File: config.mk
export PLATFORM = sky130hd
export DESIGN_NAME = fwd_hazard_unit_flat
export DESIGN_NICKNAME = d
export VERILOG_FILES = /design/src/rtl/fwd_hazard_unit_pkg.sv /design/src/rtl/fwd_hazard_unit_if.sv /design/src/rtl/fwd_src_match.sv /design/src/rtl/fwd_hazard_unit.sv /design/src/flat_wrapper.sv
export SDC_FILE = /design/constraint.sdc
export NUM_CORES = 1
export LEC_CHECK = 0
export ABC_AREA = 1
export CORE_MARGIN = 2
export CORE_UTILIZATION = 43
export CTS_BUF_LIST = sky130_fd_sc_hd__clkbuf_16
export DETAILED_ROUTE_END_ITERATION = 6
export PLACE_DENSITY = 0.81
export SYNTH_ARGS = -nofsm -noshare
export SYNTH_HDL_FRONTEND = slang
export SYNTH_HIERARCHICAL = 1
export SYNTH_SLANG_ARGS = --single-unit
File: constraint.sdc
create_clock -name clk -period 1.5 [get_ports clk]
set_clock_uncertainty 0.1 [all_clocks]
set_input_delay 0.3 -clock clk [delete_from_list [all_inputs] [get_ports clk]]
set_output_delay 0.3 -clock clk [all_outputs]
set_load 0.02 [all_outputs]
File: src/rtl/fwd_hazard_unit_pkg.sv
// Shared types and constants for the forwarding / hazard control slice.
package fwd_hazard_unit_pkg;

    localparam int unsigned REG_ADDR_LEN      = 5;
    localparam int unsigned SEL_LEN           = 2;
    localparam int unsigned REG_FILE_ADDR_LEN = REG_ADDR_LEN;
    localparam int unsigned FORW_SEL_LEN      = SEL_LEN;

    // Operand source chosen by the EXE-stage muxes.
    typedef enum logic [FORW_SEL_LEN-1:0] {
        FORW_SEL_REG = 2'd0,
        FORW_SEL_MEM = 2'd1,
        FORW_SEL_WB  = 2'd2
    } fwd_sel_e;

    // Shadow of one downstream stage; wr already folds in valid, wb_en and dest != 0.
    typedef struct packed {
        logic                    wr;
        logic [REG_ADDR_LEN-1:0] dest;
    } fwd_slot_t;

    // Register 0 is hard-wired, so an instruction targeting it never produces a value.
    function automatic logic is_writer(input logic wb_en, input logic [REG_ADDR_LEN-1:0] dest);
        return wb_en & (dest != '0);
    endfunction

endpackage

File: src/rtl/fwd_hazard_unit_if.sv
// ID-stage decode fields in, operand selects and stall out.
interface fwd_hazard_unit_if;
    import fwd_hazard_unit_pkg::*;

    logic [REG_ADDR_LEN-1:0] id_src1;
    logic [REG_ADDR_LEN-1:0] id_src2;
    logic [REG_ADDR_LEN-1:0] id_st_src;
    logic                    id_src2_used;
    logic                    id_is_store;
    logic [REG_ADDR_LEN-1:0] id_dest;
    logic                    id_wb_en;
    logic                    id_mem_read;
    logic                    br_taken;
    logic                    freeze;
    logic                    hazard_stall;
    logic [SEL_LEN-1:0]      val1_sel;
    logic [SEL_LEN-1:0]      val2_sel;
    logic [SEL_LEN-1:0]      ST_val_sel;

    // Pipeline side: drives decode/control, consumes selects and stall.
    modport master (
        output id_src1, id_src2, id_st_src, id_src2_used, id_is_store,
               id_dest, id_wb_en, id_mem_read, br_taken, freeze,
        input  hazard_stall, val1_sel, val2_sel, ST_val_sel
    );

    // Hazard unit side.
    modport slave (
        input  id_src1, id_src2, id_st_src, id_src2_used, id_is_store,
               id_dest, id_wb_en, id_mem_read, br_taken, freeze,
        output hazard_stall, val1_sel, val2_sel, ST_val_sel
    );
endinterface

File: src/rtl/fwd_src_match.sv
// Priority compare of one source register against the EXE (near) and MEM (far) slots.
module fwd_src_match
    import fwd_hazard_unit_pkg::*;
(
    input  logic [REG_ADDR_LEN-1:0] src_i,
    input  logic                    src_used_i,
    input  fwd_slot_t               near_i,
    input  fwd_slot_t               far_i,
    output fwd_sel_e                sel_c_o
);

    // Nearer producer wins; unused sources never match.
    always_comb begin
        sel_c_o = FORW_SEL_REG;
        if (src_used_i) begin
            if (near_i.wr && (near_i.dest == src_i)) begin
                sel_c_o = FORW_SEL_MEM;
            end else if (far_i.wr && (far_i.dest == src_i)) begin
                sel_c_o = FORW_SEL_WB;
            end
        end
    end

endmodule

File: src/rtl/fwd_hazard_unit.sv
// Forwarding-select and load-use stall control sitting beside the ID/EXE register.
// Build option FWD_HAZARD_FORWARDING_EN: when defined, operands are forwarded and
// only load-use stalls; when undefined, selects read 0 and any in-flight producer
// in EXE or MEM stalls the dependent instruction.
// The WB stage is not shadowed: the register file is write-before-read, so a WB
// producer never affects a select or a stall.
module fwd_hazard_unit
    import fwd_hazard_unit_pkg::*;
(
    input  logic             clk,
    input  logic             rst,
    fwd_hazard_unit_if.slave hz_if
);

    fwd_slot_t exe_q;
    fwd_slot_t exe_d;
    fwd_slot_t mem_q;
    fwd_sel_e  sel1_c;
    fwd_sel_e  sel2_c;
    fwd_sel_e  sel_st_c;
    logic      stall_c;
    logic      bubble_c;

    fwd_src_match u_match_src1 (
        .src_i      (hz_if.id_src1),
        .src_used_i (1'b1),
        .near_i     (exe_q),
        .far_i      (mem_q),
        .sel_c_o    (sel1_c)
    );

    fwd_src_match u_match_src2 (
        .src_i      (hz_if.id_src2),
        .src_used_i (hz_if.id_src2_used),
        .near_i     (exe_q),
        .far_i      (mem_q),
        .sel_c_o    (sel2_c)
    );

    fwd_src_match u_match_st (
        .src_i      (hz_if.id_st_src),
        .src_used_i (hz_if.id_is_store),
        .near_i     (exe_q),
        .far_i      (mem_q),
        .sel_c_o    (sel_st_c)
    );

`ifdef FWD_HAZARD_FORWARDING_EN
    logic               exe_ld_q;
    logic [SEL_LEN-1:0] val1_sel_q;
    logic [SEL_LEN-1:0] val2_sel_q;
    logic [SEL_LEN-1:0] st_val_sel_q;

    // Load-use only: an EXE match means the producer sits in EXE right now.
    always_comb begin
        stall_c = exe_ld_q && ((sel1_c   == FORW_SEL_MEM) ||
                               (sel2_c   == FORW_SEL_MEM) ||
                               (sel_st_c == FORW_SEL_MEM));
        if (!rst || hz_if.br_taken) begin
            stall_c = 1'b0;
        end
    end

    // Select registers and load flag advance with the ID/EXE register.
    always_ff @(posedge clk) begin
        if (!rst) begin
            exe_ld_q     <= 1'b0;
            val1_sel_q   <= '0;
            val2_sel_q   <= '0;
            st_val_sel_q <= '0;
        end else if (!hz_if.freeze) begin
            exe_ld_q     <= !bubble_c && hz_if.id_mem_read;
            val1_sel_q   <= bubble_c ? SEL_LEN'(FORW_SEL_REG) : SEL_LEN'(sel1_c);
            val2_sel_q   <= bubble_c ? SEL_LEN'(FORW_SEL_REG) : SEL_LEN'(sel2_c);
            st_val_sel_q <= bubble_c ? SEL_LEN'(FORW_SEL_REG) : SEL_LEN'(sel_st_c);
        end
    end

    assign hz_if.val1_sel   = val1_sel_q;
    assign hz_if.val2_sel   = val2_sel_q;
    assign hz_if.ST_val_sel = st_val_sel_q;
`else
    // Without forwarding any pending producer blocks the consumer.
    always_comb begin
        stall_c = (sel1_c   != FORW_SEL_REG) ||
                  (sel2_c   != FORW_SEL_REG) ||
                  (sel_st_c != FORW_SEL_REG);
        if (!rst || hz_if.br_taken) begin
            stall_c = 1'b0;
        end
    end

    assign hz_if.val1_sel   = '0;
    assign hz_if.val2_sel   = '0;
    assign hz_if.ST_val_sel = '0;
`endif

    assign bubble_c           = hz_if.br_taken || stall_c;
    assign hz_if.hazard_stall = stall_c;

    // Next EXE slot: ID instruction or a bubble.
    always_comb begin
        exe_d = '0;
        if (!bubble_c) begin
            exe_d.wr   = is_writer(hz_if.id_wb_en, hz_if.id_dest);
            exe_d.dest = hz_if.id_dest;
        end
    end

    // Destination shadow pipeline, held under freeze.
    always_ff @(posedge clk) begin
        if (!rst) begin
            exe_q <= '0;
            mem_q <= '0;
        end else if (!hz_if.freeze) begin
            exe_q <= exe_d;
            mem_q <= exe_q;
        end
    end

endmodule
File: src/flat_wrapper.sv
// flat-port wrapper written by rule: the top's interface ports become plain ports
module fwd_hazard_unit_flat import fwd_hazard_unit_pkg::*;
  (clk, rst, hz_if_id_src1, hz_if_id_src2, hz_if_id_st_src, hz_if_id_src2_used, hz_if_id_is_store, hz_if_id_dest, hz_if_id_wb_en, hz_if_id_mem_read, hz_if_br_taken, hz_if_freeze, hz_if_hazard_stall, hz_if_val1_sel, hz_if_val2_sel, hz_if_ST_val_sel);
  fwd_hazard_unit_if hz_if_i ();
  input  logic clk;
  input  logic rst;
  input wire logic [$bits(hz_if_i.id_src1)-1:0] hz_if_id_src1;
  input wire logic [$bits(hz_if_i.id_src2)-1:0] hz_if_id_src2;
  input wire logic [$bits(hz_if_i.id_st_src)-1:0] hz_if_id_st_src;
  input wire logic [$bits(hz_if_i.id_src2_used)-1:0] hz_if_id_src2_used;
  input wire logic [$bits(hz_if_i.id_is_store)-1:0] hz_if_id_is_store;
  input wire logic [$bits(hz_if_i.id_dest)-1:0] hz_if_id_dest;
  input wire logic [$bits(hz_if_i.id_wb_en)-1:0] hz_if_id_wb_en;
  input wire logic [$bits(hz_if_i.id_mem_read)-1:0] hz_if_id_mem_read;
  input wire logic [$bits(hz_if_i.br_taken)-1:0] hz_if_br_taken;
  input wire logic [$bits(hz_if_i.freeze)-1:0] hz_if_freeze;
  output wire logic [$bits(hz_if_i.hazard_stall)-1:0] hz_if_hazard_stall;
  output wire logic [$bits(hz_if_i.val1_sel)-1:0] hz_if_val1_sel;
  output wire logic [$bits(hz_if_i.val2_sel)-1:0] hz_if_val2_sel;
  output wire logic [$bits(hz_if_i.ST_val_sel)-1:0] hz_if_ST_val_sel;
  assign hz_if_i.id_src1 = hz_if_id_src1;
  assign hz_if_i.id_src2 = hz_if_id_src2;
  assign hz_if_i.id_st_src = hz_if_id_st_src;
  assign hz_if_i.id_src2_used = hz_if_id_src2_used;
  assign hz_if_i.id_is_store = hz_if_id_is_store;
  assign hz_if_i.id_dest = hz_if_id_dest;
  assign hz_if_i.id_wb_en = hz_if_id_wb_en;
  assign hz_if_i.id_mem_read = hz_if_id_mem_read;
  assign hz_if_i.br_taken = hz_if_br_taken;
  assign hz_if_i.freeze = hz_if_freeze;
  assign hz_if_hazard_stall = hz_if_i.hazard_stall;
  assign hz_if_val1_sel = hz_if_i.val1_sel;
  assign hz_if_val2_sel = hz_if_i.val2_sel;
  assign hz_if_ST_val_sel = hz_if_i.ST_val_sel;
  fwd_hazard_unit u_core (.clk(clk), .rst(rst), .hz_if(hz_if_i));
endmodule
# ---- Word level (Yosys, flattened, before mapping)
# Index checks and enable logic that the tools add are counted.
dict set report word_totals {
  register_bits 12
  output_inout_bits 7
}
dict set report op_classes {
  n_eq_ne 6
  mux 10
  bitwise_logic 1
  n_reduce_logical 15
}
# cell n
set ops {}
lappend ops {{== test 5 bit} 6}
lappend ops {{2-to-1 mux 2 bit} 8}
lappend ops {{logical AND 1 bit} 6}
lappend ops {{2-to-1 mux 6 bit} 1}
lappend ops {{nonzero test 2 bit} 3}
lappend ops {{nonzero test 5 bit} 1}
lappend ops {{logical OR 1 bit} 4}
lappend ops {{bitwise AND 1 bit} 1}
lappend ops {{zero test 1 bit} 1}
lappend ops {{2-to-1 mux 1 bit} 1}

# ---- Depth between registers and ports, before layout
dict set report logic_depth {
  depth_word 11
  ltp_mapped 12
  mapped_depth_nobuf 12
}

# ---- Hierarchy
# The synthesis kept the hierarchy.
# module instances cells_per_inst area_each_um2
set by_module_without_submodules {}
lappend by_module_without_submodules {fwd_src_match 3 56 222.7}
lappend by_module_without_submodules {fwd_hazard_unit 1 77 579.3}

# ---- Worst setup path before layout
# OpenSTA, ideal clock, no wires.
dict set report synth_path {
  kind {register to output}
  from {register u_core/exe_q[4] (netlist name)}
  to {output port hz_if_hazard_stall}
  arrival_ps 1285
  slack_ps -185
  stages_incl_launch_ff 12
  path_cell_list {dfxtp_1 inv_1 nand2_1 nand2_2 nor2_2 inv_1 nor2_1 nor2_1 nor2_1 nand3_1 nand2_2 inv_1}
}
dict set report synth_via {
  elab_chain_cells 8
}
# element line
set synth_rtl {}
lappend synth_rtl {{from (decl)} fwd_hazard_unit.sv:15} ;# fwd_slot_t exe_q;
lappend synth_rtl {{from (signal assigned)} fwd_hazard_unit.sv:113} ;# exe_q <= '0;
lappend synth_rtl {{from (signal assigned)} fwd_hazard_unit.sv:116} ;# exe_q <= exe_d;
lappend synth_rtl {{== test 5 bit} fwd_src_match.sv:16} ;# if (near_i.wr && (near_i.dest == src_i)) begin
lappend synth_rtl {{logical AND 1 bit} fwd_src_match.sv:16}
lappend synth_rtl {{2-to-1 mux 2 bit} fwd_src_match.sv:16}
lappend synth_rtl {{2-to-1 mux 2 bit} fwd_src_match.sv:15} ;# if (src_used_i) begin
lappend synth_rtl {{net u_core.sel2_c[1]} fwd_hazard_unit.sv:19} ;# fwd_sel_e sel2_c;
lappend synth_rtl {{nonzero test 2 bit} fwd_hazard_unit.sv:86} ;# (sel2_c != FORW_SEL_REG) ||
lappend synth_rtl {{logical OR 1 bit} fwd_hazard_unit.sv:85} ;# stall_c = (sel1_c != FORW_SEL_REG) ||
lappend synth_rtl {{logical OR 1 bit} fwd_hazard_unit.sv:86}
lappend synth_rtl {{2-to-1 mux 1 bit} fwd_hazard_unit.sv:88} ;# if (!rst || hz_if.br_taken) begin
lappend synth_rtl {{to (decl)} flat_wrapper.sv:17} ;# output wire logic [$bits(hz_if_i.hazard_stall)-1:0] hz_if_hazard_stall;
# The timed path passes the listed nets, and every way through them passes these cells.

# ---- Final worst setup path
dict set report layout_path {
  from {register u_core/exe_q[3] (netlist name)}
  to {output port hz_if_hazard_stall}
}
# The elaborated chain is that of the path after synthesis.

==> impl_metrics.env <==
export IMPL_outcome="complete, but fails checks"
export IMPL_violations="negative setup slack"
export IMPL_coreArea_sq_um=2760
export IMPL_synthTopCellsByArea="nand2_1 23%, dfxtp_1 19%, inv_1 14%"
export IMPL_gp_congestion=0.809
export IMPL_antenna_found_initial=0
export IMPL_finalHoldViolations=0
export IMPL_cts_root_buf="clkbuf_16"
export IMPL_wirelength_um=2940
export IMPL_irDropWorstVdd_uv=597
export IMPL_cts_hold_buffers=0
export IMPL_clock_sinks=12
export IMPL_ys_ff_latch=12
export IMPL_rows=19
export IMPL_wl_per_cell_um=9.19
export IMPL_postSynthAreaPerCell_sq_um=5.09
export IMPL_dr_wl_met2_um=1510
export IMPL_drt_iter0_drc=51
export IMPL_required_ps=1100
export IMPL_grt_max_degree=17
export IMPL_synth_top_area_frac=0.232
export IMPL_syn_inst=245
export IMPL_fin_crit_ps=1970
export IMPL_io_pins=35
export IMPL_wl_met1_um=1250
export IMPL_p_per_area_nw_per_um2=672
export IMPL_postLayoutCellArea_sq_um=1750
export IMPL_hold_path_class="reg2reg"
export IMPL_clk_pin_slew_worst_paths_ps=40
export IMPL_route_met3_wl_um=111
export IMPL_initial_utilization=0.452
export IMPL_hpwl_um=2220
export IMPL_yosysSeqAreaShare=0.193
export IMPL_cap_viol_max_count=0
export IMPL_first_pass_iters=4
export IMPL_synthMostInstantiatedCell="nand2_1"
export IMPL_max_freq_mhz=509
export IMPL_h_tree_depth=1
export IMPL_finalSetupViolCount=7
export IMPL_critPathKind="reg2out"
export IMPL_crit_chain="inv_2, nand2_1, nand2_1, nor2_2, nand2_1, nor2_1, nor2_1, nor2_1, nand3_2, nand2_2, inv_2, buf_6"
export IMPL_yosys_warnings=6
export IMPL_final_period_utilization=1.31
export IMPL_grt_total_usage=0.178
export IMPL_die_area_sq_um=3350
export IMPL_cpMaxStageDelayCell="dfxtp_4"
export IMPL_netlist_area_sq_um=1250
export IMPL_yosysTopAreaCell="nand2_1"
export IMPL_vias_per_cell=4.62
export IMPL_final_cells=320
export IMPL_drive_gt1_frac=0.242
export IMPL_grt_pass1_vias=1199
export IMPL_drc=0
export IMPL_clk_latency_ps=240
export IMPL_highest_layer="met4"
export IMPL_cts_inserted_buffers=3
export IMPL_syn2layout_area_growth_pct=40.2
export IMPL_synth_edff_count=0
export IMPL_final_nets=318
export IMPL_ys_flop_type="dfxtp_1"
export IMPL_synthArstFlopShare=0
export IMPL_diodes=0
export IMPL_max_stage_delay_ps=370
export IMPL_die_w_um=57.9
export IMPL_p_leak_nw=0.948
export IMPL_grt_overflow_total=0
export IMPL_fin_ws_ps=-465
export IMPL_cp_top_family="simple AND/OR/NAND/NOR gates"
export IMPL_start_kind="register"
export IMPL_die_y_um=57.9
export IMPL_final_antenna_net_count=0
export IMPL_drv_slew=0
export IMPL_rsz0062_at_grt="true"
export IMPL_placed_cells=311
export IMPL_cp_end_kind="primary output"
export IMPL_synth_common_cells="77 x nand2_1, 45 x inv_1, 44 x nor2_1"
export IMPL_cp_max_fo=7
export IMPL_num_vias=1479
export IMPL_synth_cell_type_count=20
export IMPL_clock_path_buffers=2
export IMPL_port_buffers=27
export IMPL_crit_arrival_ps=1570
export IMPL_cp_buffers_inverters=3
export IMPL_cts_tree="done"
export IMPL_grt_pass1_wl_um=4590
export IMPL_placed_area_sq_um=1590
==> tightest hold or removal path, delay by kind of cell (launching register included) <==
| kind | cells | cell delay, ps |
|---|---|---|
| flops | 1 | 330 |
| simple gates | 2 | 160 |
==> area by class of cell <==
| class | count | area [sq um] |
|---|---|---|
| well taps | 31 | 38.8 |
| clock buffers | 3 | 75.1 |
| flip-flops and latches | 12 | 260 |
| multi-input cells | 178 | 796 |
| clock inverters | 1 | 3.75 |
| repair buffers | 43 | 375 |
| inverters | 52 | 200 |
| fillers | 291 | 1010 |
==> timing repair <==
item,CTS,global route
gates resized for setup,37,16
pin swaps,18,19
setup buffers,3,2
hold endpoints to repair,0,0
endpoints found under the setup margin,7,7
gates cloned,0,0
==> per-layer routing <==
layer / up-vias / track usage
met5: - / 0
li1: 794 / -
met3: 7 / 0.0201
met1: 645 / 0.193
met2: 33 / 0.325
met4: 0 / 0.110
==> power by group <==
group	internal (mW)	leakage [nW]	switching [mW]
registers	0.338	0.103	0.0366
logic	0.147	0.803	0.167
clock network	0.350	0.0423	0.137
==> cells by family (layout without fill, tap and decap cells) <==
logic type | count (synthesis) | after routing | synth area share
and+or+nand+nor | 147 | 147 | 0.484
buffers and inverters | 61 | 99 | 0.222
AOI/OAI and AO/OA | 23 | 23 | 0.0953
DFF | 12 | 12 | 0.193
other | 2 | 8 | 0.00602
==> per-stage QoR <==
step	utilization	worst slack [ps]	power [mW]	hold WS [ps]	setup TNS [ps]
final	0.634	-465	1.18	436	-1450
after global routing	0.634	-566	1.24	453	-2290
after CTS	0.617	-457	1.17	429	-1380
after detailed placement	0.578	-1070	0.677	424	-4820
after global placement	0.578	-1070	0.671	422	-4660
after floorplan	-	-55.3	0.562	324	-55.3
==> registers in the layout, indices dropped and copies added (netlist names) <==
| signal | cells |
|---|---|
| u_core/exe_q | 6 |
| u_core/mem_q | 6 |
==> path summary, 6_finish.rpt <==
path,start,depth (start not counted),to,slack (ps)
hold / removal,u_core/mem_q[5]$_SDFFE_PN0N_,2,u_core/mem_q[5]$_SDFFE_PN0N_,440
setup / recovery,u_core/exe_q[3]$_SDFFE_PN0N_,12,hz_if_hazard_stall,-470
setup reg to reg,u_core/exe_q[3]$_SDFFE_PN0N_,13,u_core/exe_q[2]$_SDFFE_PN0N_,-200
hold reg to reg,u_core/mem_q[5]$_SDFFE_PN0N_,2,u_core/mem_q[5]$_SDFFE_PN0N_,440
==> cells in the final DEF, fill, tap and decap left out, drive strengths merged <==
cell type | synthesis | layout
clkbuf | 0 | 3
dfxtp | 12 | 12
clkdlybuf4s50 | 0 | 10
o21ai | 14 | 14
conb | 2 | 8
dlymetal6s2s | 0 | 1
nand3 | 14 | 14
clkinv | 2 | 2
buf | 9 | 17
nor2 | 49 | 49
nand2 | 84 | 84
inv | 50 | 51
a21oi | 9 | 9
dlygate4sd2 | 0 | 15
No activity file was read; power rests on OpenSTA's default activity.
==> RTL edit 1 (config.mk and constraints unchanged) <==
`REG_ADDR_LEN`: 5 -> 6.
--- a/src/rtl/fwd_hazard_unit_pkg.sv
+++ b/src/rtl/fwd_hazard_unit_pkg.sv
@@ -1,7 +1,7 @@
 // Shared types and constants for the forwarding / hazard control slice.
 package fwd_hazard_unit_pkg;
 
-    localparam int unsigned REG_ADDR_LEN      = 5;
+    localparam int unsigned REG_ADDR_LEN      = 6;
     localparam int unsigned SEL_LEN           = 2;
     localparam int unsigned REG_FILE_ADDR_LEN = REG_ADDR_LEN;
     localparam int unsigned FORW_SEL_LEN      = SEL_LEN;
Ports: changed (resized hz_if_id_dest, hz_if_id_src1, hz_if_id_src2 and hz_if_id_st_src); port bits go from 35 to 39. No check against the original RTL was run, so the function may have changed too.
==> RTL edit 1 against the original RTL <==
  * The run still ends with negative setup slack left
  * Routed wire length increased by 18%
  * Synthesized area increased by 13%
  * Total power increased by 8.1%
  * Sequential cell count increased by 2
  * Die area increased by 12%
  * Clock power increased by 2%
  * Cell area increased by 9.9%
  * Worst setup slack got worse by 0.057 ns
  * Utilization decreased by 0.95 points
==> RTL edit 1: results (changes against the original RTL) <==
Run status
  • Status: finished with violations
  • Failing checks: negative setup slack

Global routing
  • Vias in the first global route: 1447 (+21%)
  • Largest net degree at the start of global routing: 20 (+3)
  • Overall global routing resource usage: 20.70% (+2.9 points)
  • First-pass GRT wire length: 5851 µm (+28%)

Synth
  • Post-synthesis sequential area ratio: 19.89% (+0.64 points)
  • Top cells by area, synth: nand2_1 21%, dfxtp_1 20%, inv_1 14%
  • Post-synth cell types: 17 (-15%)
  • Most instantiated cells after synthesis: 77 x nand2_1, 53 x inv_1, 43 x nor2_1
  • Synth Area in Compound Gates: 12.70% (+3.2 points)
  • Mean post-synth cell area: 5.257 µm² (+3.2%)
  • Yosys reg bits: 14 (+2)

Place
  • HPWL Detailed: 2648 µm (+19%)
  • Placed Cells: 352 (+13%)
  • Port bufs: 31 (+15%)
  • Placed cell areas: 1824 µm² (+15%)
  • GPL Wtd Cong: 0.9059 (+12%)
  • Pre-CTS setup slack: -1.119 ns (-0.04730 ns)

Worst setup path
  • Crit path max fanout: 8 (+1)
  • CP peak stage delay: 0.42 ns (+0.05 ns)

Layout
  • Inverters excl. clock: 60 (+15%)
  • Clock-cell share: 4.099% (-0.41 points)
  • Final non-clock buffer share: 20.10% (-1.4 points)
  • FF+latch area: 301.5 µm² (+16%)
  • Buffers excl. clock: 44 (+2.3%)
  • Finished Layout Cells: 357 (+12%)
  • Multi-In Gates: 191 (+7.3%)
  • Multi-input gate area: 875.8 µm² (+10%)
  • NumNets Final: 346 (+8.8%)
  • Largest registers: u_core/exe_q (7), u_core/mem_q (7)
  • Design Area, Final: 1923 µm² (+9.9%)
  • Layout cells sized above 1: 19.81% (-4.4 points)

Route
  • Routed wire length: 3462 µm (+18%)
  • Vias: 1602 (+8.3%)
  • DRT iter0 DRCs: 102 (+100%)

Pwr
  • Comb power: 0.331 mW (+5%)
  • Clk pwr: 0.498 mW (+2%)
  • Combinational power share: 26.1% (-0.6 points)
  • Peak supply drop: 0.0004644 V (-22%)
  • Leak: 0.9937 nW (+4.8%)
  • Sw Share: 29.06% (+0.076 points)

STA
  • # setup viols final: 8 (+1)
  • Fin worst setup slack: -0.5224 ns (-0.05693 ns)
  • Sum of negative setup slack: -2.221 ns (-0.7705 ns)
[RTL edit 1: repair_timing]
item	CTS	global route
setup buffers	2	1
gates resized for setup	30	12
cloned	0	0
pin swaps	12	14
endpoints found under the setup margin	8	8
[RTL edit 1: worst paths after layout]
| kind | start | endpoint | slack (ns) |
|---|---|---|---|
| max | u_core/exe_q[0]$_SDFFE_PN0N_ | hz_if_hazard_stall | -0.52 |
| min | u_core/mem_q[0]$_SDFFE_PN0N_ | u_core/mem_q[0]$_SDFFE_PN0N_ | 0.44 |
| max reg2reg | u_core/exe_q[0]$_SDFFE_PN0N_ | u_core/exe_q[3]$_SDFFE_PN0N_ | -0.26 |
| min reg2reg | u_core/mem_q[0]$_SDFFE_PN0N_ | u_core/mem_q[0]$_SDFFE_PN0N_ | 0.44 |
[RTL edit 1: routing by layer]
layer,GRT usage [%],share of wire [%],vias up
li1,-,-,876
met1,27.08,44,676
met2,34.04,49,44
met3,2.311,5.6,6
met4,9.627,1.5,0
met5,0,0,-
==> RTL edit 2 (config.mk and constraints unchanged) <==
Made on the original files. The option `FWD_HAZARD_FORWARDING_EN` is turned on by a define.
--- a/src/rtl/fwd_hazard_unit.sv
+++ b/src/rtl/fwd_hazard_unit.sv
@@ -4,6 +4,8 @@
 // in EXE or MEM stalls the dependent instruction.
 // The WB stage is not shadowed: the register file is write-before-read, so a WB
 // producer never affects a select or a stall.
+`define FWD_HAZARD_FORWARDING_EN
+
 module fwd_hazard_unit
     import fwd_hazard_unit_pkg::*;
 (
Behaviour: not the same (a bounded check fails within 4 cycles, from zero or initial values and one cycle with rst low).
==> RTL edit 2 against the original RTL <==
  * The run still ends with negative setup slack left
  * Global-route usage is 1.3 points higher
  * Utilization is 0.78 points higher
  * Sequential cell count is 7 higher
  * Critical path depth stayed put
  * Total power is 24% higher
  * Routed wire length is 30% higher
  * Clock power is 12% higher
  * Synthesized area is 26% higher
  * First-iteration DRC count is 25% higher
  * Worst setup slack worse by 0.044 ns
  * Cell area is 25% higher
  * Sequential power is 53% higher
  * Largest power group is now registers
==> RTL edit 2: results (changes against the original RTL) <==
Global routing
  • Vias in the first global route: 1469 (+23%)
  • Overall global routing resource usage: 19.08% (+1.3 points)
  • First-pass GRT wire length: 6251 µm (+36%)
  • Largest net degree at the start of global routing: 31 (+14)

Place
  • GPL Wtd Cong: 0.8500 (+5.1%)
  • Port bufs: 34 (+26%)
  • HPWL Detailed: 2856 µm (+29%)
  • Placed Cells: 367 (+18%)
  • Placed cell areas: 2076 µm² (+30%)

Route
  • WL met2: 1827 µm (+21%)
  • Vias: 1709 (+16%)
  • Metal3 WL: 195 µm (+76%)
  • M1 wire length: 1751 µm (+40%)
  • Vias/cell: 4.545 (-1.7%)
  • DRT iter0 DRCs: 64 (+25%)

Synth
  • Most instantiated cells after synthesis: 81 x nand2_1, 49 x inv_1, 42 x nor2_1
  • Top cells by area, synth: dfxtp_1 24%, nand2_1 19%, inv_1 12%
  • Proportion of synthesized area in mux cells: 0% (unchanged)
  • Post-synth cell types: 19 (-5.0%)
  • Synth Area in Compound Gates: 13.92% (+4.4 points)
  • Post-synthesis sequential area ratio: 24.18% (+4.9 points)
  • Gate Count Post-Synth: 275 (+12%)

Pwr
  • Peak supply drop: 0.0004411 V (-26%)
  • Flop pwr share: 39.2% (+7.3 points)
  • Leak: 1.115 nW (+18%)

STA
  • Sum of negative setup slack: -3.881 ns (-2.430 ns)
  • Fin worst setup slack: -0.5096 ns (-0.04418 ns)
  • # setup viols final: 14 (+7)

Layout
  • Layout cells sized above 1: 29.09% (+4.9 points)
  • NumNets Final: 359 (+13%)

Run status
  • Status: finished with violations
  • Failing checks: negative setup slack

Worst setup path
  • Crit path DAT: 1.61 ns (+0.04 ns)
## RTL edit 2: cell count changes after synthesis, sizes merged, moves of 3 or more
cell and change:
nor2 -3, inv +5, dfxtp +7, a21oi +7, nand2 +4, o21ai +7, nand3 +7
## RTL edit 2: what timing repair did
item | CTS | global route
hold buffers | 0 | 0
endpoints found under the setup margin | 20 | 14
pin swaps | 14 | 11
gates resized for setup | 47 | 6
buffers inserted | 4 | 1
## RTL edit 2: final timing paths
path / slack [ns] / start / end / depth (start not counted)
worst min-delay path: 0.41 / u_core/mem_q[5]$_SDFFE_PN0N_ / u_core/mem_q[5]$_SDFFE_PN0N_ / 2
worst max-delay path: -0.51 / u_core/mem_q[0]$_SDFFE_PN0N_ / hz_if_hazard_stall / 12
worst min register to register: 0.41 / u_core/mem_q[5]$_SDFFE_PN0N_ / u_core/mem_q[5]$_SDFFE_PN0N_ / 2
worst max register to register: -0.33 / u_core/mem_q[0]$_SDFFE_PN0N_ / u_core/exe_q[5]$_SDFFE_PN0N_ / 13
## RTL edit 2: power by group through the flow
| stage | combinational (mW) | sequential [mW] | clock (mW) |
|---|---|---|---|
| 5_1_grt | 0.381 | 0.578 | 0.581 |
| 3_3_place_gp | 0.344 | 0.583 | 0 |
| 3_5_place_dp | 0.351 | 0.584 | 0 |
| 4_1_cts | 0.341 | 0.572 | 0.552 |
| 6_report | 0.342 | 0.573 | 0.544 |
| 2_1_floorplan | 0.197 | 0.586 | 0 |
## RTL edit 2: final cells by class
| type | instances | area, µm² |
|---|---|---|
| timing repair buffer | 58 | 493.0 |
| tap | 46 | 57.56 |
| multi-input combinational | 194 | 947.2 |
| clock inverter | 1 | 3.754 |
| sequential | 19 | 406.6 |
| fill | 338 | 1222 |
| inverter | 55 | 210.2 |
| clock buffer | 3 | 75.07 |
## RTL edit 2: routing by layer
layer | vias up | global-route usage (%)
li1 | 937 | -
met2 | 35 | 34.64
met3 | 3 | 2.083
met4 | 0 | 5.585
met1 | 734 | 23.69
met5 | - | 0
## RTL edit 2: kinds of logic (layout without fill, tap and decap cells)
group | Yosys count | after routing
flip-flops | 19 | 19
buffers and inverters | 63 | 117
AO/OA/AOI/OAI | 37 | 37
AND/OR/NAND/NOR | 155 | 155
other | 1 | 2
## RTL edit 2: worst min-delay path: cells and delay by family, from the launching register on
family / cells / cell delay (ns)
simple gates: 2 / 0.15
flops: 1 / 0.33
